**config.mk**
```make
export PLATFORM = sky130hd
export DESIGN_NAME = fetch_decode_stage
export DESIGN_NICKNAME = d
export VERILOG_FILES = /design/src/rtl/cpu_pkg.sv /design/src/rtl/instr_field_decoder.sv /design/src/rtl/fetch_decode_stage.sv
export SDC_FILE = /design/constraint.sdc
export NUM_CORES = 1
export LEC_CHECK = 0
export ABC_CLOCK_PERIOD_IN_PS = 1700
export BUFFER_PORTS_ARGS = -buffer_cell sky130_fd_sc_hd__buf_2
export CAP_MARGIN = 10
export CORE_MARGIN = 4
export CORE_UTILIZATION = 30
export CTS_CLUSTER_DIAMETER = 50
export DETAILED_ROUTE_END_ITERATION = 6
export PLACE_DENSITY_LB_ADDON = 0.25
export SYNTH_ARGS = -nofsm -noshare
export SYNTH_HDL_FRONTEND = slang
export SYNTH_SLANG_ARGS = --single-unit
```
**constraint.sdc**
```tcl
create_clock -name clk -period 1.7 [get_ports clk]
set_clock_uncertainty 0.05 [all_clocks]
set_input_delay 0.17 -clock clk [delete_from_list [all_inputs] [get_ports clk]]
set_output_delay 0.17 -clock clk [all_outputs]
set_load 0.02 [all_outputs]
```
**src/rtl/cpu_pkg.sv**
```systemverilog
// Shared definitions for the 4-bit-opcode core: opcodes, instruction field
// positions and the fetch state machine encoding.
package cpu_pkg;

    typedef enum logic [3:0] {
        OP_ADD  = 4'b0000,
        OP_SUB  = 4'b0001,
        OP_AND  = 4'b0010,
        OP_OR   = 4'b0011,
        OP_XOR  = 4'b0100,
        OP_SHL  = 4'b0101,
        OP_SET  = 4'b0110,
        OP_LD   = 4'b0111,
        OP_ST   = 4'b1000,
        OP_B    = 4'b1001,
        OP_BEQ  = 4'b1010,
        OP_BGE  = 4'b1011,
        OP_NOP  = 4'b1100,
        OP_RSV0 = 4'b1101,
        OP_RSV1 = 4'b1110,
        OP_HALT = 4'b1111
    } opcode_e;

    localparam int OPC_HI  = 31;
    localparam int OPC_LO  = 28;
    localparam int IMM_BIT = 27;
    localparam int RD_HI   = 26;
    localparam int RD_LO   = 23;
    localparam int RS1_HI  = 22;
    localparam int RS1_LO  = 19;
    localparam int RS2_HI  = 18;
    localparam int RS2_LO  = 15;
    localparam int IMM16_HI = 15;
    localparam int BOFF_HI  = 23;

    typedef enum logic [1:0] {
        BOOT = 2'd0,
        RUN  = 2'd1,
        HALT = 2'd2
    } fetch_state_e;

endpackage

```
**src/rtl/instr_field_decoder.sv**
```systemverilog
// Combinational split of a latched instruction word into the fields used by
// control, register file and ALU; invalid slots present as NOP.
module instr_field_decoder
    import cpu_pkg::*;
#(
    parameter int ADDR_W = 10
) (
    input  logic [31:0]       word_i,
    input  logic              valid_i,
    output logic [3:0]        operation_o,
    output logic              imm_o,
    output logic [3:0]        rd_o,
    output logic [3:0]        rs1_o,
    output logic [3:0]        rs2_o,
    output logic [31:0]       immval_o,
    output logic [ADDR_W-1:0] branch_off_o
);

    assign operation_o = valid_i ? word_i[OPC_HI:OPC_LO] : OP_NOP;
    assign imm_o       = valid_i & word_i[IMM_BIT];
    assign rd_o        = word_i[RD_HI:RD_LO];
    assign rs1_o       = word_i[RS1_HI:RS1_LO];
    assign rs2_o       = word_i[RS2_HI:RS2_LO];
    assign immval_o    = {{16{word_i[IMM16_HI]}}, word_i[IMM16_HI:0]};

    // The 24-bit offset field is cut down or sign-extended to the PC width.
    generate
        if (ADDR_W <= BOFF_HI + 1) begin : g_boff_trunc
            assign branch_off_o = word_i[ADDR_W-1:0];
        end else begin : g_boff_sext
            assign branch_off_o = {{(ADDR_W-BOFF_HI-1){word_i[BOFF_HI]}}, word_i[BOFF_HI:0]};
        end
    endgenerate

endmodule

```
**src/rtl/fetch_decode_stage.sv**
```systemverilog
// Front end: PC, instruction fetch from a combinational ROM and the IF/ID
// register, with stall, branch redirect and HALT handling.
module fetch_decode_stage
    import cpu_pkg::*;
#(
    parameter int          ADDR_W   = 10,
    parameter logic [ADDR_W-1:0] RESET_PC = '0
) (
    input  logic              clk,
    input  logic              rst_n,
    input  logic              stall,
    input  logic              redirect_valid,
    input  logic [ADDR_W-1:0] redirect_pc,
    output logic [ADDR_W-1:0] imem_addr,
    input  logic [31:0]       imem_rdata,
    output logic              id_valid,
    output logic [ADDR_W-1:0] id_pc,
    output logic [3:0]        id_operation,
    output logic              id_imm,
    output logic [3:0]        id_rd,
    output logic [3:0]        id_rs1,
    output logic [3:0]        id_rs2,
    output logic [31:0]       id_immval,
    output logic [ADDR_W-1:0] id_branch_off,
    output logic              halted
);

    fetch_state_e      state_q, state_d;
    logic [ADDR_W-1:0] pc_q, pc_d;
    logic [31:0]       word_q, word_d;
    logic [ADDR_W-1:0] ifid_pc_q, ifid_pc_d;
    logic              valid_q, valid_d;

    always_ff @(posedge clk or negedge rst_n) begin
        if (!rst_n) begin
            state_q   <= BOOT;
            pc_q      <= RESET_PC;
            word_q    <= '0;
            ifid_pc_q <= '0;
            valid_q   <= 1'b0;
        end else begin
            state_q   <= state_d;
            pc_q      <= pc_d;
            word_q    <= word_d;
            ifid_pc_q <= ifid_pc_d;
            valid_q   <= valid_d;
        end
    end

    always_comb begin
        state_d   = state_q;
        pc_d      = pc_q;
        word_d    = word_q;
        ifid_pc_d = ifid_pc_q;
        valid_d   = valid_q;

        // Redirect beats stall, and stall beats everything the FSM would do.
        if (redirect_valid) begin
            pc_d      = redirect_pc;
            state_d   = RUN;
            word_d    = '0;
            ifid_pc_d = '0;
            valid_d   = 1'b0;
        end else if (!stall) begin
            case (state_q)
                RUN: begin
                    word_d    = imem_rdata;
                    ifid_pc_d = pc_q;
                    valid_d   = 1'b1;
                    if (imem_rdata[OPC_HI:OPC_LO] == OP_HALT) begin
                        state_d = HALT;
                    end else begin
                        pc_d = pc_q + 1'b1;
                    end
                end
                default: begin
                    if (state_q == BOOT) begin
                        state_d = RUN;
                    end
                    word_d    = '0;
                    ifid_pc_d = '0;
                    valid_d   = 1'b0;
                end
            endcase
        end
    end

    assign imem_addr = pc_q;
    assign id_valid  = valid_q;
    assign id_pc     = ifid_pc_q;
    assign halted    = (state_q == HALT);

    instr_field_decoder #(
        .ADDR_W(ADDR_W)
    ) u_decoder (
        .word_i      (word_q),
        .valid_i     (valid_q),
        .operation_o (id_operation),
        .imm_o       (id_imm),
        .rd_o        (id_rd),
        .rs1_o       (id_rs1),
        .rs2_o       (id_rs2),
        .immval_o    (id_immval),
        .branch_off_o(id_branch_off)
    );

endmodule

```
# Yosys cells after proc, flatten, opt, wreduce, memory -nomap -nowiden
# Cells that the tools add are included.
# W data, S select, Z words.
dict set report totals {
  register_bits 55
  out_inout_bits 81
}
dict set report op_classes {
  n_reduce_logical 5
  addsub 1
  muxes 19
  bitwise 1
  eq_ne 6
}
# cell count
set op_table {}
lappend op_table {{$mux W32} 3}
lappend op_table {{$mux W10} 7}
lappend op_table {{$add A10 B1 Y10 const B} 1}
lappend op_table {{$mux W2} 5}
lappend op_table {{$reduce_and A3 Y1} 2}
lappend op_table {{$eq A4 B4 Y1 const B} 1}
lappend op_table {{$mux W4} 1}
lappend op_table {{$mux W1} 3}
lappend op_table {{$ne A3 B3 Y1 const B} 1}
lappend op_table {{$reduce_bool A3 Y1} 1}
lappend op_table {{$eq A2 B1 Y1 const B} 1}
lappend op_table {{$eq A2 B2 Y1 const B} 1}
lappend op_table {{$logic_not A2 Y1} 1}
lappend op_table {{$ne A2 B1 Y1 const B} 1}
lappend op_table {{$ne A2 B2 Y1 const B} 1}
lappend op_table {{$reduce_bool A2 Y1} 1}
lappend op_table {{$and A1 B1 Y1} 1}

# Longest topological paths before layout
dict set report depth {
  depth_word 5
  depth_mapped 5
  depth_no_buf 5
}

# Modules after synthesis
# From an unflattened synthesis, not the netlist that was laid out.
dict set report hier_totals {
  cells_unflattened 225
  hier_area_um2 2641.3
}
# mod n_inst area_per_inst_um2 cells_each
set by_module_without_submodules {}
lappend by_module_without_submodules {fetch_decode_stage 1 2204.6 166}
lappend by_module_without_submodules {instr_field_decoder 1 436.7 59}

# Worst setup path after synthesis
# No wires, ideal clock.
dict set report synth_path {
  path_kind {reg-to-reg}
  startpoint {register state_q[1]}
  endpoint {register pc_q[6], in the netlist imem_addr[6]}
  path_buffers 1
  stages_incl_launch_ff 6
  arrival_time_ps 1534
  required_ps 1525
  setup_slack_ps -9
  cell_sequence {dfrtp_1 > or3b_1 > buf_6 > nor4_4 > xor2_1 > mux2_2}
}
dict set report synth_via {
  elab_chain_cells 3
}
# item line_no
set synth_lines {}
lappend synth_lines {{from (decl)} fetch_decode_stage.sv:28} ;# fetch_state_e state_q, state_d;
lappend synth_lines {{from (signal assigned)} fetch_decode_stage.sv:42} ;# state_q <= state_d;
lappend synth_lines {{$eq A2 B1 Y1} fetch_decode_stage.sv:65} ;# case (state_q)
lappend synth_lines {{$reduce_bool A2 Y1 (no source line)} --}
lappend synth_lines {{$reduce_and A3 Y1 (no source line)} --}
lappend synth_lines {{to (signal assigned)} fetch_decode_stage.sv:43} ;# pc_q <= pc_d;
lappend synth_lines {{to (decl)} fetch_decode_stage.sv:29} ;# logic [ADDR_W-1:0] pc_q, pc_d;
# No other way between the ends.
# A chain may end at the register's enable or synchronous reset.

# Worst setup path after layout
dict set report layout_path {
  startpoint {register state_q[1]}
  endpoint {register pc_q[7], in the netlist imem_addr[7]}
}
# The elaborated chain is that of the path after synthesis.

==> flow_summary.yaml <==
status:
  outcome: "completed"
grt:
  grt_overflow_total: 0
  antenna_found_initial: 0
  grt_pass1_wl_mm: 9.85
  grt_pass1_vias: 1914
  grt_max_degree: 56
  grt_use_total_pct: 12.0
finish:
  finalNetCount: 363
  area_growth_pct: 23.1
  utilization_pct: 38.0
  diodes: 0
  fin_cells: 424
  n_fill_cell: 906
  drive_gt1_share_pct: 51.9
worst_setup_path:
  worstSetupEndpointType: "flip-flop"
  reg2reg_from: "state_q[1]$_DFFE_PN0P_"
  cp_max_fo: 7
  crit_slowest_cell: "dfrtp_1"
  cp.required_ns: 1.84
  r2r_cells: 6
  crit_buf_inv: 2
  critical_path_class: "flip-flop to flip-flop"
  slowest_delay_ns: 0.39
  r2r_end: "imem_addr[7]$_DFFE_PN0P_"
  r2r_setup_slack_ns: 0.01
  cp_data_arrival_time_ns: 1.83
  cp_common_cell: "buf_6"
  cp_cell_sequence: "or3b_4 > buf_6 > buf_6 > nor4_4 > xnor2_1 > o21ai_1"
  crit_family: "simple AND/OR/NAND/NOR gates"
  startpoint_type: "flip-flop"
synthesis:
  synth_xor_area_share_pct: 2.60
  synth-main-ff-cell: "dfrtp_1"
  synth_seq_cells: 55
  synthMuxAreaShare_pct: 2.42
  syn_avg_cell_area_sq_um: 11.8
  yosysUniqueCellTypes: 35
  synth_warnings: 0
  syn_area_sq_mm: 0.00269
  async_reset_ff_share_pct: 100
  synthSimpleGateAreaFrac_pct: 10.2
  synth_edf_count: 0
  synth_nets: 276
  synth_top_family_by_area: "buffers and inverters"
  synth-compound-area-share_pct: 15.4
  synthCells: 229
  ys_seq_area_share_pct: 51.1
  synthAdderAreaFrac_pct: 0.464
power_and_ir_drop:
  leakage_uw: 0.00179
  power.density_mw_per_mm2: 904
  total_switching_power_uw: 886
  p_clk_share_pct: 28.1
  vdd_drop_max_uv: 450
  power_frac_seq_pct: 49.2
  p_comb_share_pct: 22.8
  swShare_pct: 29.6
  internal_power_uw: 2110
drt:
  drc: 0
  postRouteAntennaNets: 0
  wirelength_mm: 6.19
  vias_per_cell: 4.57
  wl_per_cell_microns: 14.6
  num_vias: 1939
  drtIter0Drc: 42
  dr.pass1.iters: 4
clock_network:
  cts-root-buf: "clkbuf_8"
  cts_tree: "done"
  h-tree-depth: 2
  path_clk_slew_ns: 0.10
  clock_sinks: 55
  insertion_delay_ns: 0.30
  cts_buffers: 5
  clock_path_buffers: 2
floorplan:
  die-width_microns: 103
  floorplan.rows: 34
  dieArea_sq_mm: 0.0106
  pin_count: 127
  die_height_microns: 103
  start_util_pct: 30.9
  core_area_sq_mm: 0.00872
worst_hold_path:
  holdPathStages: 3
  hold_path.startpoint: "redirect_pc[1]"
  worst_hold_path.endpoint: "imem_addr[1]$_DFFE_PN0P_"
  hp-class: "input port to flip-flop"
sta:
  whs_ns: 0.0196
  max_slew_margin_pct: 32.8
  rsz0062_at_grt: "true"
  worst_pin_slew_ns: 1.01
  fin_ws_ns: 0.0127
  setup_viol: 0
  max_freq_mhz: 593
  fin_crit_sh_pct: 99.3
  hold_viol: 0
  finalMaxSlewViolations: 0
  period_needed_ns: 1.69
job:
  cap_violations: 0
placed_design:
  placed_cells: 415
  port_buffers: 126
  hpwl_mm: 4.48
  gp_congestion: 0.819
  place_ws_ns: -0.0549
[routing by layer]
layer	wire length, microns	vias to the layer above	GRT usage (%)	part of all wire, %
li1	-	923	-	-
met1	2710	938	15.6	44
met2	2960	72	19.9	48
met3	455	6	2.98	7.3
met4	67	0	3.29	1.1
met5	0	-	0	0
[how the worst max path moves through the flow]
stage / cells past startpoint / slack (ns) / from / end
final: 6 / 0.01 / state_q[1]$_DFFE_PN0P_ / imem_addr[7]$_DFFE_PN0P_
after global routing: 6 / -0.1 / state_q[1]$_DFFE_PN0P_ / imem_addr[7]$_DFFE_PN0P_
after CTS: 6 / -0.001 / state_q[1]$_DFFE_PN0P_ / imem_addr[1]$_DFFE_PN0P_
after detailed placement: 6 / -0.05 / state_q[1]$_DFFE_PN0P_ / imem_addr[0]$_DFFE_PN0P_
after global placement: 6 / -0.04 / state_q[1]$_DFFE_PN0P_ / imem_addr[0]$_DFFE_PN0P_
after floorplan: 5 / 0.01 / state_q[1]$_DFFE_PN0P_ / imem_addr[6]$_DFFE_PN0P_
[power by group through the flow]
| stage | logic [uW] | registers, uW | clock network, uW |
|---|---|---|---|
| floorplan | 410 | 1560 | 0 |
| global placement | 680 | 1500 | 0 |
| detailed placement | 682 | 1500 | 0 |
| CTS | 696 | 1470 | 886 |
| global route | 747 | 1490 | 930 |
| finish | 682 | 1470 | 841 |
[cell usage after synthesis (2+ instances only)]
| library cell | number | area (sq um) |
|---|---|---|
| and2_1 | 3 | 18.8 |
| a22o_1 | 42 | 368 |
| xnor2_1 | 3 | 26.3 |
| mux2_2 | 4 | 45.0 |
| nor2_1 | 4 | 15.0 |
| nor4_4 | 3 | 63.8 |
| o21ai_0 | 3 | 15.0 |
| clkbuf_1 | 6 | 22.5 |
| o21ai_1 | 2 | 10.0 |
| nor3_1 | 3 | 15.0 |
| nand4_1 | 2 | 12.5 |
| dfrtp_1 | 55 | 1380 |
| buf_4 | 58 | 435 |
| nand2b_1 | 2 | 12.5 |
| nand2_1 | 9 | 33.8 |
| and2b_1 | 2 | 15.0 |
| nand3_1 | 5 | 25.0 |
| mux2i_1 | 2 | 20.0 |
| xor2_1 | 5 | 43.8 |
[tightest hold or removal path: stages]
cell and delay, ns:
buf_2 0.08, nand2_1 0.04, o21ai_0 0.06
[cell usage in the layout, fill, tap and decap left out, types with 2 or more instances in the layout]
master    netlist  final
a22o_1         42     42
and2_1          3      3
and2b_1         2      2
buf_12          0      3
buf_2           1    126
buf_4          58     15
buf_6           1      2
clkbuf_8        0      5
dfrtp_1        55     55
mux2_2          4      4
mux2i_1         2      2
nand2_1         9      9
nand2b_1        2      2
nand3_1         5      5
nand4_1         2      2
nor2_1          4      3
nor2_4          0      2
nor3_1          3      3
nor4_4          3      4
o21ai_0         3      2
o21ai_1         2      3
xnor2_1         3      3
xor2_1          5      5
[cells by family (layout without fill, tap and decap cells)]
kind of cell,count (synthesis),count (layout)
adder cells (fa/ha/maj),1,1
flip-flops,55,55
XOR/XNOR,8,8
multiplexers,6,6
AO/OA/AOI/OAI,50,50
buffers and inverters,68,155
AND/OR/NAND/NOR,41,41
[registers in the layout, summed over array words and instances, names as in the netlist]
register   cells
id_pc         10
id_valid       1
imem_addr     10
state_q        2
word_q        32
[stage by stage]
stage / total power, uW / TNS (ns) / area, sq um
2_1_floorplan: 1970 / 0 / 2690
3_3_place_gp: 2180 / -0.0879 / 3170
3_5_place_dp: 2180 / -0.227 / 3170
4_1_cts: 3060 / -0.00196 / 3320
5_1_grt: 3170 / -1.15 / 3320
6_report: 3000 / 0 / 3320
[layout make-up]
class | count | area [sq um] | area share (%)
Sequential cell | 55 | 1380 | 41.5
Tap cell | 108 | 135 | 4.08
Clock inverter | 1 | 30.0 | 0.906
Timing Repair Buffer | 147 | 836 | 25.2
Multi-Input combinational cell | 106 | 862 | 26.0
Clock buffer | 6 | 72.6 | 2.19
Inverter | 1 | 3.75 | 0.113
[timing repair]
action,4_1_cts,5_1_grt
endpoints found under the setup margin,9,36
setup buffers,1,0
hold buffers,1,0
resized for setup,6,0
pin swaps,6,2
hold endpoints to repair,55,0
(Power assumes the default switching activity.)
